### src/rtl/cva6_region_pkg.sv
// Shared types, word offsets and helpers for the runtime region rule unit.
package cva6_region_pkg;

  localparam int unsigned MaxRules = 16;

  // Register word offsets within a rule (cfg_addr_i[3:2]).
  localparam logic [1:0] WordBase  = 2'd0;
  localparam logic [1:0] WordLen   = 2'd1;
  localparam logic [1:0] WordCtrl  = 2'd2;
  localparam logic [1:0] WordStats = 2'd3;

  typedef struct packed {
    logic exec;
    logic nonidem;
    logic cached;
  } rule_attr_t;

  typedef struct packed {
    logic lock;
    logic exec;
    logic nonidem;
    logic cached;
    logic en;
  } rule_ctrl_t;

  // Register image: bit7 lock, bit3 exec, bit2 nonidem, bit1 cached, bit0 en.
  function automatic rule_ctrl_t word_to_ctrl(logic [63:0] w);
    rule_ctrl_t c;
    c.lock    = w[7];
    c.exec    = w[3];
    c.nonidem = w[2];
    c.cached  = w[1];
    c.en      = w[0];
    return c;
  endfunction

  function automatic logic [63:0] ctrl_to_word(rule_ctrl_t c);
    logic [63:0] w;
    w    = '0;
    w[7] = c.lock;
    w[3] = c.exec;
    w[2] = c.nonidem;
    w[1] = c.cached;
    w[0] = c.en;
    return w;
  endfunction

  function automatic rule_attr_t ctrl_attr(rule_ctrl_t c);
    rule_attr_t a;
    a.exec    = c.exec;
    a.nonidem = c.nonidem;
    a.cached  = c.cached;
    return a;
  endfunction

endpackage

### src/rtl/cva6_region_match.sv
// Combinational match of one lookup address against all rules with lowest-index priority.
module cva6_region_match
  import cva6_region_pkg::*;
#(
  parameter int unsigned NrRules     = 4,
  parameter int unsigned AddrWidth   = 64,
  parameter rule_attr_t  DefaultAttr = '0
) (
  input  logic [AddrWidth-1:0]              addr_i,
  input  logic [NrRules-1:0][AddrWidth-1:0] base_i,
  input  logic [NrRules-1:0][AddrWidth-1:0] len_i,
  input  logic [NrRules-1:0]                en_i,
  input  rule_attr_t [NrRules-1:0]          attr_i,
  output logic                              hit_o,
  output logic [3:0]                        idx_o,
  output rule_attr_t                        attr_o
);

  logic [NrRules-1:0] match;

  // Offset compare keeps a region that runs past the top of the address space from wrapping.
  always_comb begin
    match = '0;
    for (int unsigned r = 0; r < NrRules; r++) begin
      match[r] = en_i[r] && (len_i[r] != '0) && (addr_i >= base_i[r]) &&
                 ((addr_i - base_i[r]) < len_i[r]);
    end
  end

  // Scan downwards so the lowest matching index is the last one written.
  always_comb begin
    hit_o  = 1'b0;
    idx_o  = '0;
    attr_o = DefaultAttr;
    for (int r = int'(NrRules) - 1; r >= 0; r--) begin
      if (match[r]) begin
        hit_o  = 1'b1;
        idx_o  = 4'(r);
        attr_o = attr_i[r];
      end
    end
  end

endmodule

### src/rtl/cva6_region_rule_unit.sv
// Runtime-programmable region rule table with registered multi-port lookup.
// Optional per-rule hit counters are built when REGION_RULE_STATS_EN is defined.
module cva6_region_rule_unit
  import cva6_region_pkg::*;
#(
  parameter int unsigned                   NrRules       = 4,
  parameter int unsigned                   NrLookupPorts = 2,
  parameter int unsigned                   AddrWidth     = 64,
  parameter logic [NrRules-1:0][AddrWidth-1:0] RstBase   = '0,
  parameter logic [NrRules-1:0][AddrWidth-1:0] RstLen    = '0,
  parameter rule_ctrl_t [NrRules-1:0]      RstCtrl       = '0,
  parameter rule_attr_t                    DefaultAttr   = '0
) (
  input  logic                                 clk_i,
  input  logic                                 rst_i,
  input  logic                                 cfg_req_i,
  input  logic                                 cfg_we_i,
  input  logic [7:0]                           cfg_addr_i,
  input  logic [63:0]                          cfg_wdata_i,
  output logic                                 cfg_rvalid_o,
  output logic [63:0]                          cfg_rdata_o,
  output logic                                 cfg_err_o,
  input  logic [NrLookupPorts-1:0]             lkp_valid_i,
  input  logic [NrLookupPorts*AddrWidth-1:0]   lkp_addr_i,
  output logic [NrLookupPorts-1:0]             lkp_valid_o,
  output logic [NrLookupPorts-1:0]             lkp_hit_o,
  output logic [NrLookupPorts*4-1:0]           lkp_idx_o,
  output logic [NrLookupPorts*3-1:0]           lkp_attr_o
);

  logic [NrRules-1:0][AddrWidth-1:0] base_q, base_d, len_q, len_d;
  rule_ctrl_t [NrRules-1:0]          ctrl_q, ctrl_d;

  logic [3:0]  cfg_idx;
  logic [1:0]  cfg_word;
  logic        idx_ok, rule_locked, cfg_err, wr_ok;
  logic [63:0] rd_val;
  logic        rvalid_q, rvalid_d, err_q, err_d;
  logic [63:0] rdata_q, rdata_d;
  logic        unused_addr;

  logic [NrRules-1:0]                  rule_en;
  rule_attr_t [NrRules-1:0]            rule_attr;
  logic [NrLookupPorts-1:0]            m_hit;
  logic [NrLookupPorts-1:0][3:0]       m_idx;
  rule_attr_t [NrLookupPorts-1:0]      m_attr;
  logic [NrLookupPorts-1:0]            lkp_valid_q, lkp_valid_d, lkp_hit_q, lkp_hit_d;
  logic [NrLookupPorts-1:0][3:0]       lkp_idx_q, lkp_idx_d;
  rule_attr_t [NrLookupPorts-1:0]      lkp_attr_q, lkp_attr_d;

`ifdef REGION_RULE_STATS_EN
  logic [NrRules-1:0][31:0] cnt_q, cnt_d;
  logic [NrRules-1:0]       cnt_clr;
  logic [32:0]              cnt_inc, cnt_sum;
`endif

  assign cfg_idx     = cfg_addr_i[7:4];
  assign cfg_word    = cfg_addr_i[3:2];
  assign unused_addr = ^cfg_addr_i[1:0];

  // Decode the addressed rule: existence, lock state and read value.
  always_comb begin
    idx_ok      = 1'b0;
    rule_locked = 1'b0;
    rd_val      = '0;
    for (int unsigned r = 0; r < NrRules; r++) begin
      if (cfg_idx == 4'(r)) begin
        idx_ok      = 1'b1;
        rule_locked = ctrl_q[r].lock;
        case (cfg_word)
          WordBase: rd_val = 64'(base_q[r]);
          WordLen:  rd_val = 64'(len_q[r]);
          WordCtrl: rd_val = ctrl_to_word(ctrl_q[r]);
          default: begin
`ifdef REGION_RULE_STATS_EN
            rd_val = 64'(cnt_q[r]);
`else
            rd_val = '0;
`endif
          end
        endcase
      end
    end
    cfg_err = cfg_req_i && (!idx_ok || (cfg_we_i && rule_locked));
    wr_ok   = cfg_req_i && cfg_we_i && idx_ok && !rule_locked;
  end

  // Rule register writes; a write to the counter word only clears it.
  always_comb begin
    base_d = base_q;
    len_d  = len_q;
    ctrl_d = ctrl_q;
`ifdef REGION_RULE_STATS_EN
    cnt_clr = '0;
`endif
    for (int unsigned r = 0; r < NrRules; r++) begin
      if (wr_ok && (cfg_idx == 4'(r))) begin
        case (cfg_word)
          WordBase: base_d[r] = cfg_wdata_i[AddrWidth-1:0];
          WordLen:  len_d[r]  = cfg_wdata_i[AddrWidth-1:0];
          WordCtrl: ctrl_d[r] = word_to_ctrl(cfg_wdata_i);
          default: begin
`ifdef REGION_RULE_STATS_EN
            cnt_clr[r] = 1'b1;
`endif
          end
        endcase
      end
    end
  end

  // Config response, presented one cycle after the request.
  always_comb begin
    rvalid_d = cfg_req_i;
    err_d    = cfg_err;
    rdata_d  = (cfg_req_i && !cfg_we_i && !cfg_err) ? rd_val : '0;
  end

  // Per-rule enable/attribute views for the matchers.
  always_comb begin
    for (int unsigned r = 0; r < NrRules; r++) begin
      rule_en[r]   = ctrl_q[r].en;
      rule_attr[r] = ctrl_attr(ctrl_q[r]);
    end
  end

  for (genvar p = 0; p < NrLookupPorts; p++) begin : g_port
    cva6_region_match #(
      .NrRules     (NrRules),
      .AddrWidth   (AddrWidth),
      .DefaultAttr (DefaultAttr)
    ) u_match (
      .addr_i (lkp_addr_i[p*AddrWidth +: AddrWidth]),
      .base_i (base_q),
      .len_i  (len_q),
      .en_i   (rule_en),
      .attr_i (rule_attr),
      .hit_o  (m_hit[p]),
      .idx_o  (m_idx[p]),
      .attr_o (m_attr[p])
    );
  end

  // Lookup result stage; idle ports output all zeros.
  always_comb begin
    for (int unsigned p = 0; p < NrLookupPorts; p++) begin
      lkp_valid_d[p] = lkp_valid_i[p];
      lkp_hit_d[p]   = lkp_valid_i[p] && m_hit[p];
      lkp_idx_d[p]   = lkp_valid_i[p] ? m_idx[p] : '0;
      lkp_attr_d[p]  = lkp_valid_i[p] ? m_attr[p] : '0;
    end
  end

  // State update with synchronous reset.
  always_ff @(posedge clk_i) begin
    if (rst_i) begin
      base_q      <= RstBase;
      len_q       <= RstLen;
      ctrl_q      <= RstCtrl;
      rvalid_q    <= 1'b0;
      err_q       <= 1'b0;
      rdata_q     <= '0;
      lkp_valid_q <= '0;
      lkp_hit_q   <= '0;
      lkp_idx_q   <= '0;
      lkp_attr_q  <= '0;
    end else begin
      base_q      <= base_d;
      len_q       <= len_d;
      ctrl_q      <= ctrl_d;
      rvalid_q    <= rvalid_d;
      err_q       <= err_d;
      rdata_q     <= rdata_d;
      lkp_valid_q <= lkp_valid_d;
      lkp_hit_q   <= lkp_hit_d;
      lkp_idx_q   <= lkp_idx_d;
      lkp_attr_q  <= lkp_attr_d;
    end
  end

`ifdef REGION_RULE_STATS_EN
  // Saturating hit counters; a clear in the same cycle as hits wins.
  always_comb begin
    cnt_d   = cnt_q;
    cnt_inc = '0;
    cnt_sum = '0;
    for (int unsigned r = 0; r < NrRules; r++) begin
      cnt_inc = '0;
      for (int unsigned p = 0; p < NrLookupPorts; p++) begin
        if (lkp_valid_i[p] && m_hit[p] && (m_idx[p] == 4'(r))) begin
          cnt_inc = cnt_inc + 33'd1;
        end
      end
      cnt_sum = {1'b0, cnt_q[r]} + cnt_inc;
      if (cnt_clr[r]) begin
        cnt_d[r] = '0;
      end else if (cnt_sum[32]) begin
        cnt_d[r] = '1;
      end else begin
        cnt_d[r] = cnt_sum[31:0];
      end
    end
  end

  // Counter registers.
  always_ff @(posedge clk_i) begin
    if (rst_i) begin
      cnt_q <= '0;
    end else begin
      cnt_q <= cnt_d;
    end
  end
`endif

  assign cfg_rvalid_o = rvalid_q;
  assign cfg_err_o    = err_q;
  assign cfg_rdata_o  = rdata_q;
  assign lkp_valid_o  = lkp_valid_q;
  assign lkp_hit_o    = lkp_hit_q;
  assign lkp_idx_o    = lkp_idx_q;
  assign lkp_attr_o   = lkp_attr_q;

endmodule

### config.mk
export PLATFORM = sky130hd
export DESIGN_NAME = cva6_region_rule_unit
export DESIGN_NICKNAME = d
export VERILOG_FILES = /design/src/rtl/cva6_region_pkg.sv /design/src/rtl/cva6_region_match.sv /design/src/rtl/cva6_region_rule_unit.sv
export SDC_FILE = /design/constraint.sdc
export NUM_CORES = 2
export LEC_CHECK = 0
export ABC_CLOCK_PERIOD_IN_PS = 7650
export BUFFER_PORTS_ARGS = -buffer_cell sky130_fd_sc_hd__buf_2
export CAP_MARGIN = 25
export CORE_MARGIN = 8
export CORE_UTILIZATION = 28
export CTS_CLUSTER_DIAMETER = 200
export CTS_CLUSTER_SIZE = 16
export DETAILED_ROUTE_END_ITERATION = 8
export PLACE_DENSITY_LB_ADDON = 0.12
export SYNTH_ARGS = -nofsm -noshare
export SYNTH_HDL_FRONTEND = slang
export SYNTH_SLANG_ARGS = --single-unit
### constraint.sdc
create_clock -name clk_i -period 7.65 [get_ports clk_i]
set_input_delay 0.3825 -clock clk_i [delete_from_list [all_inputs] [get_ports clk_i]]
set_output_delay 0.3825 -clock clk_i [all_outputs]
set_load 0.005 [all_outputs]
==> out/metrics.csv <==
stage,metric,value,unit
run_status,status,"finished, violations left",
run_status,violations,negative setup slack,
sta,fin_crit_sh,100.3,%
die,dieHeight,503.5,µm
worst_setup_path,endpoint,lkp_attr_o[2]$_SDFF_PP0_,
grt,overflow,0,
sta,tightest_slew,1.361,ns
drt,drt_iter0_drc,8243,
sta,hold_viol,0,
layout,synthToLayoutAreaGrowth,12.05,%
power_and_ir_drop,switching_share,40.22,%
clock_network,cts_inserted_buffers,44,
die,initial_core_util,28.06,%
logic_synthesis,ys_seq_elements,612,
worst_setup_path,crit_type,reg -> reg,
grt,grt_pass1_wl,569500,µm
worst_setup_path,end_kind,flip-flop,
sta,fin_crit,7.676,ns
drt,dr.pass1.iters,8,
worst_setup_path,reg2reg_depth,26,
die,core-area,0.2372,mm²
grt,antenna_found_initial,47,
drt,dr_total_vias,73420,
power_and_ir_drop,clkPwrFrac,27.6,%
worst_setup_path,r2r_slack,-0.03,ns
run,maxCapViolCount,0,
clock_network,path_clk_slew,0.08,ns
sta,skew,0.05285,ns
power_and_ir_drop,p_per_area,123.1,mW/mm²
logic_synthesis,synth_cells,9191,
sta,relSlewSlack,8.271,%
clock_network,clockRootBuffer,clkbuf_16,
logic_synthesis,synth_edf_count,0,
logic_synthesis,yosysWarnings,0,
sta,setup-violations-final,1,
drt,drt-wirelength-per-cell,33.45,µm
logic_synthesis,ys_types,93,
clock_network,h-tree-depth,2,
worst_setup_path,worstPathRequired,8.26,ns
layout,layout.nets,10650,
power_and_ir_drop,pwr-share-comb,37.6,%
sta,setup_slack,-0.02587,ns
logic_synthesis,synthArstFlopShare,0,%
power_and_ir_drop,switchingPower,3.691,mW
clock_network,cts_tree,built,
sta,drv_slew,0,
layout,drive_gt1_share,8.296,%
clock_network,clock_latency,0.74,ns
die,io_pins,290,
sta,fmax,130.3,MHz
worst_setup_path,reg2reg_from,base_q[193]$_SDFFE_PP0P_,
logic_synthesis,syn_area,0.06655,mm²
grt,grt_max_degree,121,
drt,route.detailed.drc,0,
power_and_ir_drop,p_leak,27.94,nW
placement,place_congestion,1.006,
hold_path,hold_path_class,in -> reg,
placement,pre_cts_ws,-0.04148,ns
grt,track_usage,31.73,%
worst_setup_path,crit_fanout,5,
worst_setup_path,arrival,8.28,ns
drt,routed_wl,422400,µm
clock_network,cts.path.max_buffers,3,
power_and_ir_drop,seq_power_share,34.7,%
die,rows,179,
sta,rsz0062_at_grt,no,
logic_synthesis,synth_seq_area_share,18.41,%
grt,grt_pass1_vias,68930,
drt,via_per_inst,5.815,
logic_synthesis,synth.avg_cell_area,7.241,µm²
die,die_w,503.5,µm
logic_synthesis,synth-main-ff-cell,dfxtp_1,
drt,ant_nets,0,
clock_network,cts.sinks,612,
placement,dpl.hpwl,346000,µm
worst_setup_path,start_kind,flip-flop,
layout,filler_cell_count,25810,
power_and_ir_drop,power.internal,5.487,mW
worst_setup_path,worst_r2r_endpoint,lkp_attr_o[2]$_SDFF_PP0_,
die,design.die.area,0.2535,mm²
power_and_ir_drop,vdd_drop_max,0.1846,mV
hold_path,holdCritStartpoint,cfg_wdata_i[56],
placement,port_buffers,283,
layout,post-route-util,31.44,%
worst_setup_path,crit_start,base_q[193]$_SDFFE_PP0P_,
[how the worst min path moves through the flow]
| stage | slack [ns] | end | cells past startpoint |
|---|---|---|---|
| 5_1_grt | 0.04 | len_q[117]$_SDFFE_PP0P_ | 3 |
| 4_1_cts | 0.0002 | base_q[93]$_SDFFE_PP0P_ | 3 |
| 3_5_place_dp | 0.45 | base_q[202]$_SDFFE_PP0P_ | 2 |
| 2_1_floorplan | 0.44 | base_q[100]$_SDFFE_PP0P_ | 2 |
| 3_3_place_gp | 0.44 | base_q[212]$_SDFFE_PP0P_ | 2 |
| 6_report | 0.05 | len_q[120]$_SDFFE_PP0P_ | 3 |
[critical path, cell delays in order (launching register included)]
cell,delay [ns]
dfxtp_1,0.47
inv_1,0.18
ha_1,0.56
a21oi_1,0.12
o21bai_1,0.52
a211oi_2,0.18
buf_4,0.23
o31a_1,0.39
buf_4,0.20
o21a_1,0.22
o21ai_0,0.37
a21oi_1,0.17
xnor2_1,0.19
ha_1,0.32
nand3_1,0.10
nor2_1,0.15
buf_4,0.13
nand4b_1,0.11
nor2_1,0.26
nor4b_1,0.14
o21ai_0,0.13
a21oi_1,0.24
o41ai_2,1.25
a21oi_1,0.20
buf_4,0.28
and3_1,0.18
o221a_2,0.27
[synth_stat cells, types with 14 or more instances]
library cell,n,share of area (%)
nand2b_1,60,0.56
nand3_1,159,1.2
a21boi_0,28,0.32
and2_1,35,0.33
o22ai_1,53,0.50
and4_1,18,0.24
nand2_1,1455,8.2
a211o_1,20,0.26
clkbuf_2,59,0.44
nor3_1,100,0.75
a21o_1,460,5.2
o21ai_1,39,0.29
a22oi_1,54,0.61
xnor2_1,299,3.9
or2_2,20,0.19
mux4_2,29,0.98
o31ai_1,36,0.41
nor4_1,91,0.86
and3_1,71,0.67
dfxtp_1,612,18
a211oi_1,68,0.77
a311oi_1,15,0.20
a221oi_1,46,0.61
inv_1,696,3.9
xor2_1,166,2.2
a21oi_1,1242,9.3
o221ai_1,18,0.24
o21bai_1,116,1.3
o21ai_0,432,3.2
or3_1,28,0.26
clkbuf_1,366,2.1
nor2b_1,82,0.77
a2111oi_0,22,0.29
mux2i_1,119,1.8
nor2_1,444,2.5
buf_1,14,0.079
nand4_1,202,1.9
a31oi_1,62,0.58
o21a_1,66,0.74
o211ai_1,56,0.63
ha_1,1016,19
o2111ai_1,18,0.24
[through the flow]
| stage | setup TNS, ns | power (mW) | cell area, µm² | std cells | hold WS, ns |
|---|---|---|---|---|---|
| after floorplan | 0 | 5.276 | 66560 | 9194 | 0.4363 |
| after global placement | 0 | 6.584 | 72820 | 12490 | 0.4418 |
| after detailed placement | -0.04978 | 6.588 | 72910 | 12500 | 0.4474 |
| after CTS | 0 | 9.153 | 74430 | 12590 | 0.0001759 |
| after global routing | 0 | 9.555 | 74490 | 12600 | 0.04095 |
| final | -0.02587 | 9.178 | 74570 | 12630 | 0.04701 |
[power by group through the flow]
stage | Clock (mW) | Combinational [mW] | Sequential (mW)
after global placement | 0 | 3.32 | 3.26
after floorplan | 0 | 2.01 | 3.26
after CTS | 2.60 | 3.36 | 3.19
after global routing | 2.67 | 3.69 | 3.19
after detailed placement | 0 | 3.32 | 3.26
final | 2.54 | 3.45 | 3.19
[per-layer routing]
layer	share of wire (%)	track usage (%)
met1	45	44.72
met2	42	48.02
met3	8.2	5.861
met4	4.3	11.70
met5	0.031	0
[layout make-up]
class                      instances  area [µm²]  share of cell area [%]
inverter                         697        2616                   3.508
sequential                       612       12250                   16.43
timing repair buffer             629        4228                   5.670
multi-input combinational       7437       50260                   67.41
tap                             3167        3963                   5.314
clock inverter                     5       35.03                 0.04698
clock buffer                      46        1130                   1.515
antenna                           33       82.58                  0.1107
[placed cells by master, fill, tap and decap left out, types with 70 or more instances in the layout]
cell / count
nand2_1: 1455
a21oi_1: 1241
ha_1: 1016
inv_1: 696
dfxtp_1: 612
a21o_1: 460
nor2_1: 431
o21ai_0: 430
xnor2_1: 299
buf_4: 292
buf_2: 288
nand4_1: 202
xor2_1: 166
nand3_1: 151
mux2i_1: 119
o21bai_1: 116
nor3_1: 94
nor4_1: 81
nor2b_1: 81
and3_1: 70
[sequential cells by signal, indices dropped and copies added, names as in the netlist]
register,cells
lkp_attr_o,6
cfg_rdata_o,64
cfg_err_o,1
lkp_idx_o,4
base_q,256
cfg_rvalid_o,1
ctrl_q,20
lkp_valid_o,2
len_q,256
lkp_hit_o,2
[repair_timing]
item                                   4_1_cts  5_1_grt
resized for setup                            0        3
buffers inserted                             0        0
hold buffers                                35        0
endpoints found under the hold margin      171        0
setup endpoints to repair                    0        4
[logic make-up after synthesis]
logic type / synth area share [%]
other cells: 0.005635
fa+ha+maj: 19.34
xor+xnor: 6.120
simple gates: 19.00
buf+inv: 6.601
mux: 2.856
flops: 18.41
compound gates: 27.66
Note: power is estimated with default switching activity, not from simulation.
